<file path="src/rtl/press_event_decoder_if.sv">
// press_event_decoder_if: button pulse inputs, event handshake and overflow flag.
interface press_event_decoder_if;
    logic       pulse_in;
    logic       long_pulse_in;
    logic       evt_valid;
    logic       evt_ready;
    logic [1:0] evt_code;
    logic       overflow;
    logic       clr_overflow;
    modport master (
        output pulse_in, long_pulse_in, evt_ready, clr_overflow,
        input  evt_valid, evt_code, overflow
    );
    modport slave (
        input  pulse_in, long_pulse_in, evt_ready, clr_overflow,
        output evt_valid, evt_code, overflow
    );
endinterface

</file>
<file path="src/rtl/press_event_decoder.sv">
// press_event_decoder: classifies debounced short/long button pulses into CLICK/DOUBLE/LONG
// events, presented through a one-entry valid/ready holding register with a sticky drop flag.
module press_event_decoder #(
    parameter int WINDOW = 30_000_000
) (
    input logic                  clk,
    input logic                  rst,
    press_event_decoder_if.slave bus
);
    localparam int CW = $clog2(WINDOW + 1);
    localparam logic [CW-1:0] LAST = CW'(WINDOW - 1);
    localparam logic [0:0] IDLE  = 1'b0;
    localparam logic [0:0] WAIT2 = 1'b1;
    localparam logic [1:0] CLICK  = 2'b01;
    localparam logic [1:0] DOUBLE = 2'b10;
    localparam logic [1:0] LONG   = 2'b11;
    logic [0:0]    state, state_nx;
    logic [CW-1:0] cnt, cnt_nx;
    logic          new_evt, load, drop;
    logic [1:0]    new_code;
    // Priority long > pulse > timeout falls out of the code selection order.
    always_comb begin
        new_evt  = bus.long_pulse_in || (state == WAIT2 && (bus.pulse_in || cnt == LAST));
        new_code = bus.long_pulse_in ? LONG : bus.pulse_in ? DOUBLE : CLICK;
        state_nx = ((state == IDLE && bus.pulse_in && !bus.long_pulse_in) ||
                    (state == WAIT2 && !new_evt)) ? WAIT2 : IDLE;
        cnt_nx   = (state == WAIT2 && state_nx == WAIT2) ? cnt + CW'(1) : '0;
        load     = new_evt && (!bus.evt_valid || bus.evt_ready);
        drop     = new_evt && bus.evt_valid && !bus.evt_ready;
    end
    always_ff @(posedge clk) begin
        if (rst) begin
            state         <= IDLE;
            cnt           <= '0;
            bus.evt_valid <= 1'b0;
            bus.evt_code  <= 2'b00;
            bus.overflow  <= 1'b0;
        end else begin
            state <= state_nx;
            cnt   <= cnt_nx;
            if (load) begin
                bus.evt_valid <= 1'b1;
                bus.evt_code  <= new_code;
            end else if (bus.evt_ready) begin
                bus.evt_valid <= 1'b0;
            end
            bus.overflow <= drop || (bus.overflow && !bus.clr_overflow);
        end
    end
endmodule

</file>
<file path="src/flat_wrapper.sv">
// flat-port wrapper written by rule: the top's interface ports become plain ports
module press_event_decoder_flat 
#(
    parameter int WINDOW = 30_000_000
)
  (clk, rst, bus_pulse_in, bus_long_pulse_in, bus_evt_ready, bus_clr_overflow, bus_evt_valid, bus_evt_code, bus_overflow);
  press_event_decoder_if bus_i ();
  input logic clk;
  input logic rst;
  input wire logic [$bits(bus_i.pulse_in)-1:0] bus_pulse_in;
  input wire logic [$bits(bus_i.long_pulse_in)-1:0] bus_long_pulse_in;
  input wire logic [$bits(bus_i.evt_ready)-1:0] bus_evt_ready;
  input wire logic [$bits(bus_i.clr_overflow)-1:0] bus_clr_overflow;
  output wire logic [$bits(bus_i.evt_valid)-1:0] bus_evt_valid;
  output wire logic [$bits(bus_i.evt_code)-1:0] bus_evt_code;
  output wire logic [$bits(bus_i.overflow)-1:0] bus_overflow;
  assign bus_i.pulse_in = bus_pulse_in;
  assign bus_i.long_pulse_in = bus_long_pulse_in;
  assign bus_i.evt_ready = bus_evt_ready;
  assign bus_i.clr_overflow = bus_clr_overflow;
  assign bus_evt_valid = bus_i.evt_valid;
  assign bus_evt_code = bus_i.evt_code;
  assign bus_overflow = bus_i.overflow;
  press_event_decoder #(.WINDOW(WINDOW)) u_core (.clk(clk), .rst(rst), .bus(bus_i));
endmodule
</file>
<file path="config.mk">
export PLATFORM = sky130hd
export DESIGN_NAME = press_event_decoder_flat
export DESIGN_NICKNAME = d
export VERILOG_FILES = /design/src/rtl/press_event_decoder_if.sv /design/src/rtl/press_event_decoder.sv /design/src/flat_wrapper.sv
export SDC_FILE = /design/constraint.sdc
export NUM_CORES = 1
export LEC_CHECK = 0
export CAP_MARGIN = 30
export CORE_UTILIZATION = 30
export DETAILED_ROUTE_END_ITERATION = 8
export GPL_TIMING_DRIVEN = 0
export PLACE_DENSITY = 0.46
export SKIP_CTS_REPAIR_TIMING = 1
export SLEW_MARGIN = 20
export SYNTH_ARGS = -nofsm -noshare
export SYNTH_HDL_FRONTEND = slang
export SYNTH_SLANG_ARGS = --single-unit
</file>
<file path="constraint.sdc">
create_clock -name clk -period 2.8 [get_ports clk]
set_clock_uncertainty 0.05 [all_clocks]
set_input_delay 0.28 -clock clk [delete_from_list [all_inputs] [get_ports clk]]
set_output_delay 0.28 -clock clk [all_outputs]
set_load 0.01 [all_outputs]
</file>
==> out/results.tsv <==
metric	value	unit
power_density	501	nW/um^2
power.leakage	0.000521	uW
routabilityCongestion	0.783	
ios	10	
synth_fp_nets	180	
ys_ff_latch	30	
synth-seq-area-share	39.6	%
grt_start_max_net_pins	11	
period_minus_slack	2550	ps
num_rows	25	
drtPass1Iterations	4	
reg2regPathDepth	6	
dp_hpwl	2650	um
drive_gt1_share	12.1	%
comb_power_share	5.0	%
cts_tree	done	
criticalPathCategory	flip-flop to flip-flop	
finalMaxSlewViolations	0	
switching_power	190	uW
initialDrtViolationCount	54	
port_buffers	9	
antenna_left	0	
setup_tns	0	ps
synthXorXnorAreaFrac	8.09	%
cp-end-kind	flip-flop	
antenna_found_initial	0	
clockRootBuffer	clkbuf_8	
worstHoldPathType	flip-flop to flip-flop	
synthDistinctLibCells	41	
fmax	0.393	GHz
die_y	73.1	um
nNetsFinal	196	
netSwitchingFraction	21.0	%
cts_made_buffers	5	
syn_inst	173	
coreArea	4790	sq um
synth-edff-count	0	
reg2reg_to	u_core.cnt[24]	
rsz0062_at_grt	no	
setup_violations	0	
cts_num_sinks	30	
clock_latency	280	ps
die_w	73.1	um
r2r-start	u_core.cnt[0]	
synth_top_flop_cell	dfxtp_1	
grt_pass1_vias	1400	
setup.worst_path.start	u_core.cnt[0]	
critPathMaxFanout	9	
synth-adder-area-share	0.825	%
yosys.area_share.simple	32.2	%
dp_slack	216	ps
synth_top_family_by_area	simple AND/OR/NAND/NOR gates	
cts_max_level	2	
outcome	finished clean	
vias	1382	
n_antenna_cell	0	
p_int	715	uW
drv_cap	0	
overflow	0	
synthesis.area	1520	sq um
cts_max_path_buffers	2	
area_growth	19.1	%
slew_headroom	65.1	%
cp.arrival	2690	ps
fin_ws	253	ps
vdd_drop_max	212	uV
cp.required	2950	ps
start_kind	flip-flop	
fill_cells	494	
synth_compound_area_share	14.0	%
yosysWarnings	0	
rrSetupSlack	250	ps
finalWirelength	3600	um
worst_slew_pin_slew	519	ps
hold_violations	0	
post-route-period-util	91.0	%
avgSynthCellArea	8.77	sq um
async_flop_share	0	%
start_util	31.7	%
power_frac_seq	48.1	%
clockPowerShare	46.9	%
drc	0	
path_clk_slew	70	ps
synth.area.mux_share	0	%
wl_per_cell	14.0	um
endpoint	u_core.cnt[24]	
grt_pass1_wl	6490	um
grt.total_usage	15.9	%
via_per_inst	5.38	
dieArea	5340	sq um
## cell usage after synthesis, types with 2 or more instances
library cell,count,area [sq um]
a211oi_1,7,52.6
dfxtp_1,30,601
or3_1,6,37.5
nor2_1,2,7.51
nor4_1,5,31.3
xnor2_1,9,78.8
o21ai_0,6,30.0
a31oi_1,2,12.5
a21oi_1,2,10.0
nor3_1,21,105
xor2_1,5,43.8
clkbuf_1,2,7.51
o31ai_1,3,22.5
nand4_1,5,31.3
or4_1,6,45.0
buf_4,2,15.0
a211oi_2,2,25.0
nand2b_1,2,12.5
and4_1,2,17.5
buf_2,4,20.0
nand2_1,10,37.5
nand3_1,13,65.1
inv_1,9,33.8
## worst min path at each step
stage                              startpoint                   to  slack (ps)  cells after the start
after global routing      u_core.bus.overflow  u_core.bus.overflow         490                      2
after floorplan                           rst  u_core.bus.overflow         300                      1
after detailed placement  u_core.bus.overflow  u_core.bus.overflow         440                      2
final                     u_core.bus.overflow  u_core.bus.overflow         440                      2
after global placement    u_core.bus.overflow  u_core.bus.overflow         440                      2
after CTS                 u_core.bus.overflow  u_core.bus.overflow         450                      2
## routing by layer
layer	routed length [um]	up-vias	share of wire, %	GRT usage, %
met5	0	-	0	0
met4	30	0	0.83	6.32
met3	146	4	4.1	3.59
met2	1760	23	49	26.3
met1	1660	671	46	19.8
li1	-	684	-	-
## cells in the final DEF, fill, tap and decap left out, types with 2 or more instances in the layout
| master | n |
|---|---|
| a31oi_1 | 2 |
| a21oi_1 | 2 |
| clkbuf_8 | 5 |
| nor3_1 | 21 |
| a211oi_1 | 7 |
| nand2_1 | 10 |
| xor2_1 | 5 |
| clkinv_2 | 2 |
| and4_1 | 2 |
| clkdlybuf4s50_1 | 9 |
| nand3_1 | 13 |
| o31ai_1 | 3 |
| a211oi_2 | 2 |
| nand4_1 | 5 |
| buf_2 | 4 |
| nor2_1 | 2 |
| nor4_1 | 4 |
| o21ai_0 | 6 |
| or4_1 | 6 |
| buf_4 | 2 |
| xnor2_1 | 9 |
| nand2b_1 | 2 |
| inv_1 | 9 |
| clkbuf_1 | 2 |
| dfxtp_1 | 30 |
| or3_1 | 6 |
## layout make-up
cell class / instances / area, sq um / share of cell area (%)
buffer: 9 / 46.3 / 2.56
clock buffer: 5 / 68.8 / 3.81
clock inverter: 3 / 40.0 / 2.22
inverter: 9 / 33.8 / 1.87
sequential: 30 / 601 / 33.3
tap: 67 / 83.8 / 4.64
timing repair buffer: 9 / 90.1 / 4.99
multi-input combinational: 125 / 842 / 46.6
## sequential cells by signal, summed over array words and instances (netlist names)
register              flops
u_core.cnt               25
u_core.bus.evt_valid      1
u_core.bus.overflow       1
u_core.bus.evt_code       2
u_core.state              1
## worst max-delay path: stages, from the launching register on
cell,delay [ps]
dfxtp_1,490
ha_1,350
nand3_1,230
or4_1,440
buf_2,190
or4_1,490
a211oi_2,220
## power by group through the flow
stage | combinational, uW | sequential [uW] | clock, uW
after floorplan | 21.1 | 446 | 0
after global placement | 45.6 | 444 | 0
after detailed placement | 45.8 | 444 | 0
after CTS | 45.9 | 435 | 435
after global routing | 50.2 | 435 | 457
final | 45.4 | 435 | 424
## logic make-up after synthesis
family / after synthesis
flops: 30
simple gates: 81
buf+inv: 18
xor+xnor: 14
compound gates: 29
fa+ha+maj: 1
## metrics by stage
stage	cell area, sq um	power [uW]	hold WS [ps]	util (%)	cells
2_1_floorplan	1520	467	299	-	173
3_3_place_gp	1690	490	441	35.3	249
3_5_place_dp	1690	490	441	35.3	249
4_1_cts	1800	915	451	37.6	257
5_1_grt	1810	943	494	37.7	257
6_report	1810	904	444	37.7	257
Power figures use the tool's default switching activity.
